File: src/rtl/lcd_bus_decoder.sv
// Receive side of a 4-bit HD44780-style LCD bus: synchronises E/RS/RW/DAT, decodes
// nibble pairs into commands and data, and keeps a 32-cell shadow of the screen.
module lcd_bus_decoder #(
   parameter int          SYNC_STAGES = 2,
   parameter logic [7:0]  FILL_CHAR   = 8'h20
) (
   input  logic         clk,
   input  logic         rst,
   input  logic         lcd_e,
   input  logic         lcd_rs,
   input  logic         lcd_rw,
   input  logic [3:0]   lcd_dat,
   input  logic         err_clr,
   output logic [255:0] screen,
   output logic [4:0]   cursor,
   output logic         mode_4bit,
   output logic         display_on,
   output logic         busy,
   output logic         cmd_valid,
   output logic         data_valid,
   output logic [7:0]   byte_out,
   output logic         err_overrun,
   output logic         err_addr,
   output logic [1:0]   dbg_state
);

   typedef enum logic [1:0] {INIT8 = 2'd0, HI = 2'd1, LO = 2'd2, CLEAR = 2'd3} state_t;

   state_t      state, state_d;
   logic [6:0]  sync_q [SYNC_STAGES];
   logic        e_prev;
   logic [3:0]  upper_q;
   logic        rs_q;
   logic        inc_q;
   logic [4:0]  clr_idx;
   logic [7:0]  cells [32];

   logic        e_s, rs_s, rw_s, wr_stb;
   logic [3:0]  dat_s;
   logic [7:0]  exec_byte;
   logic [6:0]  addr;
   logic        addr_ok;
   logic [4:0]  addr_cell;

   assign e_s       = sync_q[SYNC_STAGES-1][6];
   assign rs_s      = sync_q[SYNC_STAGES-1][5];
   assign rw_s      = sync_q[SYNC_STAGES-1][4];
   assign dat_s     = sync_q[SYNC_STAGES-1][3:0];
   assign wr_stb    = e_prev & ~e_s & ~rw_s;
   assign exec_byte = {upper_q, dat_s};
   assign addr      = exec_byte[6:0];
   assign addr_ok   = (addr <= 7'h0F) || (addr >= 7'h40 && addr <= 7'h4F);
   assign addr_cell = {addr[6], addr[3:0]};
   assign busy      = (state == CLEAR);
   assign dbg_state = state;

   // One bundle through one chain keeps E aligned with RS/RW/DAT.
   always_ff @(posedge clk or negedge rst) begin
      if (!rst) begin
         for (int i = 0; i < SYNC_STAGES; i++) sync_q[i] <= '0;
         e_prev <= 1'b0;
      end else begin
         sync_q[0] <= {lcd_e, lcd_rs, lcd_rw, lcd_dat};
         for (int i = 1; i < SYNC_STAGES; i++) sync_q[i] <= sync_q[i-1];
         e_prev <= e_s;
      end
   end

   always_ff @(posedge clk or negedge rst) begin
      if (!rst) state <= INIT8;
      else      state <= state_d;
   end

   always_comb begin
      state_d = state;
      case (state)
         INIT8:   if (wr_stb && dat_s == 4'h2) state_d = HI;
         HI:      if (wr_stb) state_d = LO;
         LO:      if (wr_stb) state_d = (!rs_q && exec_byte == 8'h01) ? CLEAR : HI;
         CLEAR:   if (clr_idx == 5'd31) state_d = HI;
         default: state_d = INIT8;
      endcase
   end

   // cmd_valid/data_valid are single-cycle valid strobes with no ready: byte_out
   // carries the decoded byte during the pulse and holds it afterwards.
   always_ff @(posedge clk or negedge rst) begin
      if (!rst) begin
         for (int i = 0; i < 32; i++) cells[i] <= FILL_CHAR;
         cursor      <= '0;
         mode_4bit   <= 1'b0;
         display_on  <= 1'b0;
         inc_q       <= 1'b1;
         upper_q     <= '0;
         rs_q        <= 1'b0;
         clr_idx     <= '0;
         cmd_valid   <= 1'b0;
         data_valid  <= 1'b0;
         byte_out    <= '0;
         err_overrun <= 1'b0;
         err_addr    <= 1'b0;
      end else begin
         cmd_valid  <= 1'b0;
         data_valid <= 1'b0;
         if (err_clr) begin
            err_overrun <= 1'b0;
            err_addr    <= 1'b0;
         end
         case (state)
            INIT8: if (wr_stb && (dat_s == 4'h2 || dat_s == 4'h3)) begin
               cmd_valid <= 1'b1;
               byte_out  <= {dat_s, 4'h0};
               if (dat_s == 4'h2) mode_4bit <= 1'b1;
            end
            HI: if (wr_stb) begin
               upper_q <= dat_s;
               rs_q    <= rs_s;
            end
            LO: if (wr_stb) begin
               byte_out <= exec_byte;
               if (rs_q) begin
                  data_valid    <= 1'b1;
                  cells[cursor] <= exec_byte;
                  cursor        <= inc_q ? cursor + 5'd1 : cursor - 5'd1;
               end else begin
                  cmd_valid <= 1'b1;
                  if (exec_byte == 8'h01) begin
                     cursor  <= '0;
                     clr_idx <= '0;
                  end else if (exec_byte[7:1] == 7'b0000001) begin
                     cursor <= '0;
                  end else if (exec_byte[7:2] == 6'b000001) begin
                     inc_q <= exec_byte[1];
                  end else if (exec_byte[7:3] == 5'b00001) begin
                     display_on <= exec_byte[2];
                  end else if (exec_byte[7]) begin
                     if (addr_ok) cursor   <= addr_cell;
                     else         err_addr <= 1'b1;
                  end
               end
            end
            CLEAR: begin
               cells[clr_idx] <= FILL_CHAR;
               clr_idx        <= clr_idx + 5'd1;
               if (wr_stb) err_overrun <= 1'b1;
            end
            default: ;
         endcase
      end
   end

   always_comb begin
      screen = '0;
      for (int i = 0; i < 32; i++) screen[255 - 8*i -: 8] = cells[i];
   end

endmodule

File: config.mk
export PLATFORM = sky130hd
export DESIGN_NAME = lcd_bus_decoder
export DESIGN_NICKNAME = d
export VERILOG_FILES = /design/src/rtl/lcd_bus_decoder.sv
export SDC_FILE = /design/constraint.sdc
export NUM_CORES = 1
export LEC_CHECK = 0
export BUFFER_PORTS_ARGS = -buffer_cell sky130_fd_sc_hd__buf_2
export CAP_MARGIN = 20
export CORE_MARGIN = 5
export CORE_UTILIZATION = 54
export DETAILED_ROUTE_END_ITERATION = 12
export PLACE_DENSITY_LB_ADDON = 0.15
export SLEW_MARGIN = 20
export SYNTH_ARGS = -nofsm -noshare
export SYNTH_HDL_FRONTEND = slang
export SYNTH_SLANG_ARGS = --single-unit
File: constraint.sdc
create_clock -name clk -period 2.3 [get_ports clk]
set_input_delay 0.46 -clock clk [delete_from_list [all_inputs] [get_ports clk]]
set_output_delay 0.46 -clock clk [all_outputs]
set_load 0.01 [all_outputs]
; ---- After elaboration in Yosys (flattened, before gate mapping)
; Index checks and enable logic that the tools add are counted.
; Widths: inputs -> output; s select.
[word_totals]
reg_bits = 303
output_inout_bits = 278
[op_classes]
add_sub_neg = 3
order_cmp = 7
n_eq_ne = 20
mux = 49
bitwise = 13
reduce_logical = 23
[op_table]
columns = cell, n
row1 = $mux 256, 2
row2 = $pmux 256 s2, 1
row3 = $bwmux 256, 1
row4 = $and 224x224->224, 1
row5 = $not 224->224, 1
row6 = $demux 8 s5, 2
row7 = $mux 5, 11
row8 = $mux 8, 4
row9 = $or 32x32->32, 1
row10 = $mux 1, 19
row11 = $pmux 8 s2, 1
row12 = $ne 2x2->1 const B, 7
row13 = $ge 6x6->1 const B, 2
row14 = $lt 6x1->1 const B, 2
row15 = $not 5->6, 2
row16 = $reduce_and 6->1, 2
row17 = $add 5x1->5 const B, 2
row18 = $mux 2, 5
row19 = $pmux 5 s2, 1
row20 = $reduce_and 3->1, 3
row21 = $eq 4x2->1 const B, 2
row22 = $eq 8x1->1 const B, 1
row23 = $ne 4x4->1 const B, 2
row24 = $pmux 2 s4, 1
row25 = other kinds (23), 39

; ---- Logic depth before layout (Yosys ltp)
[depth]
depth_word = 12
ltp_mapped = 8
ltp_nobuf = 7

; ---- Worst setup path after synthesis
; Ideal clock, no wire load.
[synth_timing]
path_type = register to register
from = register state[0], in the netlist dbg_state[0]
to = register cells, in the netlist screen[7]
setup_ns = 0.066
arrival_ns = 1.880
path_slack_ns = 0.354
path_stages_with_launch = 8
n_path_buf = 1
synth_period_minus_slack_ns = 1.946
path_cell_list = dfrtp_1 -> ha_1 -> inv_1 -> nand3_1 -> or2_2 -> buf_8 -> nor2_8 -> a22o_1
[synth_between]
elab_chain_cells = 3
[synth_lines]
columns = element, line
row1 = from (decl), 29  ; state_t state, state_d;
row2 = from (signal assigned), 71  ; else state <= state_d;
row3 = $eq 2x2->1 (*), --
row4 = via busy, 18  ; output logic busy,
row5 = $reduce_bool 2->1 (no line), --
row6 = $reduce_and 3->1 (no line), --
row7 = "to (signal, indexed assignment)", 123  ; cells[cursor] <= exec_byte;
row8 = to (decl), 36  ; logic [7:0] cells [32];
; The timed path passes the listed nets; every way through them passes the cells marked *.
; A chain may end at the register's enable or synchronous reset.

; ---- Worst setup path in the final report
[layout_timing]
from = register state[1], in the netlist dbg_state[1]
to = register cells, in the netlist screen[185]
[layout_between]
elab_chain_cells = 3
[layout_lines]
columns = element, line
row1 = $eq 2x2->1, 109  ; case (state)
row2 = $ne 2x2->1 (no line) / $reduce_bool 2->1 (equally long branches), --
row3 = $reduce_and 3->1 (no line), --
; Parallel ways exist; a longest one is shown, timed or not.

==> flow_summary.ini <==
[cts]
cts_tree = built
clk_pin_slew_ns = 0.06
numClockSinks = 303
post-cts-setup-buffers = 0
clockRootBuffer = clkbuf_16
h-tree-depth = 1
clock_latency_ns = 0.54
cts_buffers = 30
cts_max_path_buffers = 3

[drt]
drc = 0
drt_wl_total_um = 35200
num_vias = 9052
wl_per_cell_um = 23.0
vias_per_cell = 5.92
drt-pass1-iter-count = 5
ant_nets = 0
drtIter0Drc = 624

[grt]
grt_pass1_wl_um = 55900
antenna_found_initial = 0
grt_max_degree = 71
grt_pass1_vias = 9300
grt_use_total_pct = 27.2
grt-ovfl-total = 0

[setup_path]
arrival_ns = 2.61
cp-end-kind = flip-flop
path_class = flip-flop to flip-flop
crit_required_ns = 2.73
critPathLaunchType = flip-flop
cp_max_fo = 9

[placement]
dp_cells = 1469
globalplace.congestion = 0.836
place_hpwl_um = 23600
port_buffers = 287

[pwr]
power.density_nw_per_um2 = 917
p_leak_nw = 8.41
max-vdd-ir-drop_uv = 775
power.total_w = 0.0140

[status]
status = finished, final reports clean

[synth]
yosysSeqAreaShare_pct = 62.4
synth_area_leaders = dfrtp_1 55%, a22o_1 16%, dfstp_2 7.1%
ys_types = 56
ys_async_sr_fraction_pct = 100
synth_top_area_cell = dfrtp_1
synth_top_cell_area_share_pct = 55.3
synth_area_um2 = 12200
ys_ff_latch = 303
synth_edf_count = 0
synth_nets = 934
synthCells = 910
synthFlopType = dfrtp_1
avgSynthCellArea_um2 = 13.4
yosysWarnings = 0

[timing]
final_hold_viol_count = 0
rsz0062_at_grt = yes
max_clock_freq_mhz = 458
worstMarginPinSlew_ns = 0.900
final.min_clock_period_ns = 2.18
slew_violations = 0
relSlewSlack_pct = 40.0
setup-violations-final = 0
min_period_over_period_pct = 94.9
skew_ns = 0.0134

[floorplanning]
initial_core_util_pct = 54.4
ioPinCount = 288
rows = 55
die_w_um = 160
dieArea_um2 = 25700
die_h_um = 160
core_area_um2 = 22400

[hold_path]
min_path_type = input pin to flip-flop

[finish]
fin_util_pct = 67.8
finalNetCount = 1245
instances_no_fill = 1530
layout-drive-gt1-share_pct = 37.8
syn2layout_area_growth_pct = 24.6
antennaDiodeCount = 0

[job]
cap_violations = 0
logic make-up (layout without fill, tap and decap cells):
group / after synthesis / after routing / share of synthesized area (%)
DFF: 303 / 303 / 62.4
AOI/OAI and AO/OA: 351 / 351 / 22.5
and+or+nand+nor: 145 / 145 / 9.23
buffers and inverters: 82 / 417 / 3.11
xor gates and xnor gates: 3 / 3 / 0.215
muxes: 12 / 12 / 1.04
adders and majority gates: 14 / 14 / 1.50
Yosys cell counts, types with 4 or more instances:
master / instances
nand3_1: 4
nor2_1: 8
nand2_1: 69
dfrtp_1: 270
mux2i_1: 7
mux2_2: 5
clkbuf_1: 40
o22ai_1: 32
a22oi_1: 15
nor2_2: 8
nand3b_1: 5
o21ai_0: 17
ha_1: 13
buf_2: 8
dfstp_2: 33
nor2_8: 24
a21oi_1: 42
a22o_1: 225
inv_1: 26
worst max-delay path, cell delays in order (launching register included):
cell,delay (ns)
dfrtp_1,0.41
ha_1,0.25
or3_1,0.52
o22ai_1,0.36
nand2_1,0.23
a22o_1,0.28
through the flow:
stage / setup WS (ns) / hold WS [ns] / instance area [µm²] / TNS, ns
6_report: 0.117 / 0.0249 / 15200 / 0
3_5_place_dp: 0.0620 / 0.335 / 14100 / 0
2_1_floorplan: 0.354 / 0.164 / 12200 / 0
3_3_place_gp: 0.151 / 0.332 / 14100 / 0
4_1_cts: 0.0276 / 0.000212 / 15200 / 0
5_1_grt: -0.0186 / 0.00386 / 15200 / -0.124
placed cells by master (no fill, tap or decap), types with 4 or more instances in the layout:
master	count
o22ai_1	31
dfrtp_2	7
dfrtp_1	263
nand3b_1	5
ha_1	13
nor2_2	8
nand2_1	69
a22oi_1	15
buf_4	38
nor2_8	24
clkbuf_16	31
a21oi_1	42
clkbuf_8	8
dlygate4sd3_1	5
nor2_1	8
a22o_1	225
mux2_2	5
mux2i_1	7
buf_2	286
nand3_2	4
o21ai_0	17
clkbuf_1	11
buf_12	4
inv_1	25
dfstp_2	33
path summary, 6_finish.rpt:
| kind | start | endpoint | slack [ns] | depth (start not counted) |
|---|---|---|---|---|
| max | dbg_state[1] | screen[185] | 0.12 | 5 |
| max reg2reg | dbg_state[1] | screen[185] | 0.12 | 5 |
| min in group asynchronous | rst | screen[32] | 0.43 | 2 |
| min | lcd_rw | sync_q[11] | 0.02 | 1 |
| min reg2reg | sync_q[10] | addr[3] | 0.34 | 0 |
| max in group asynchronous | rst | byte_out[0] | 1.07 | 3 |
routing by layer:
| layer | part of all wire, % | GRT usage, % |
|---|---|---|
| met5 | 0 | 0 |
| met2 | 48 | 43.2 |
| met4 | 1.6 | 5.91 |
| met3 | 7.0 | 5.29 |
| met1 | 44 | 39.6 |
cell type report:
| class | instances | area, µm² |
|---|---|---|
| flip-flops and latches | 303 | 7630 |
| fillers | 1684 | 7220 |
| multi-input cells | 525 | 4230 |
| repair buffers | 334 | 1860 |
| clock buffers | 50 | 927 |
| well taps | 285 | 357 |
| clock inverters | 6 | 108 |
| inverters | 27 | 101 |
registers in the layout (all words and copies together) (netlist names), 2 cells and up:
signal and cells:
screen 256, byte_out 8, sync_q 7, clr_idx 5
cursor 5, addr 4, upper_q 4, dbg_state 2
power by group:
part           switching (W)  total (W)  internal, W
clock network        0.00200    0.00507      0.00307
logic                0.00195    0.00286     0.000912
registers           0.000325    0.00603      0.00570
total                0.00427     0.0140      0.00968
repair_timing:
item | 4_1_cts | 5_1_grt
hold buffers | 5 | 0
endpoints found under the setup margin | 0 | 77
gates resized for setup | 0 | 2
hold endpoints to repair | 52 | 0
No activity file was read; power rests on OpenSTA's default activity.
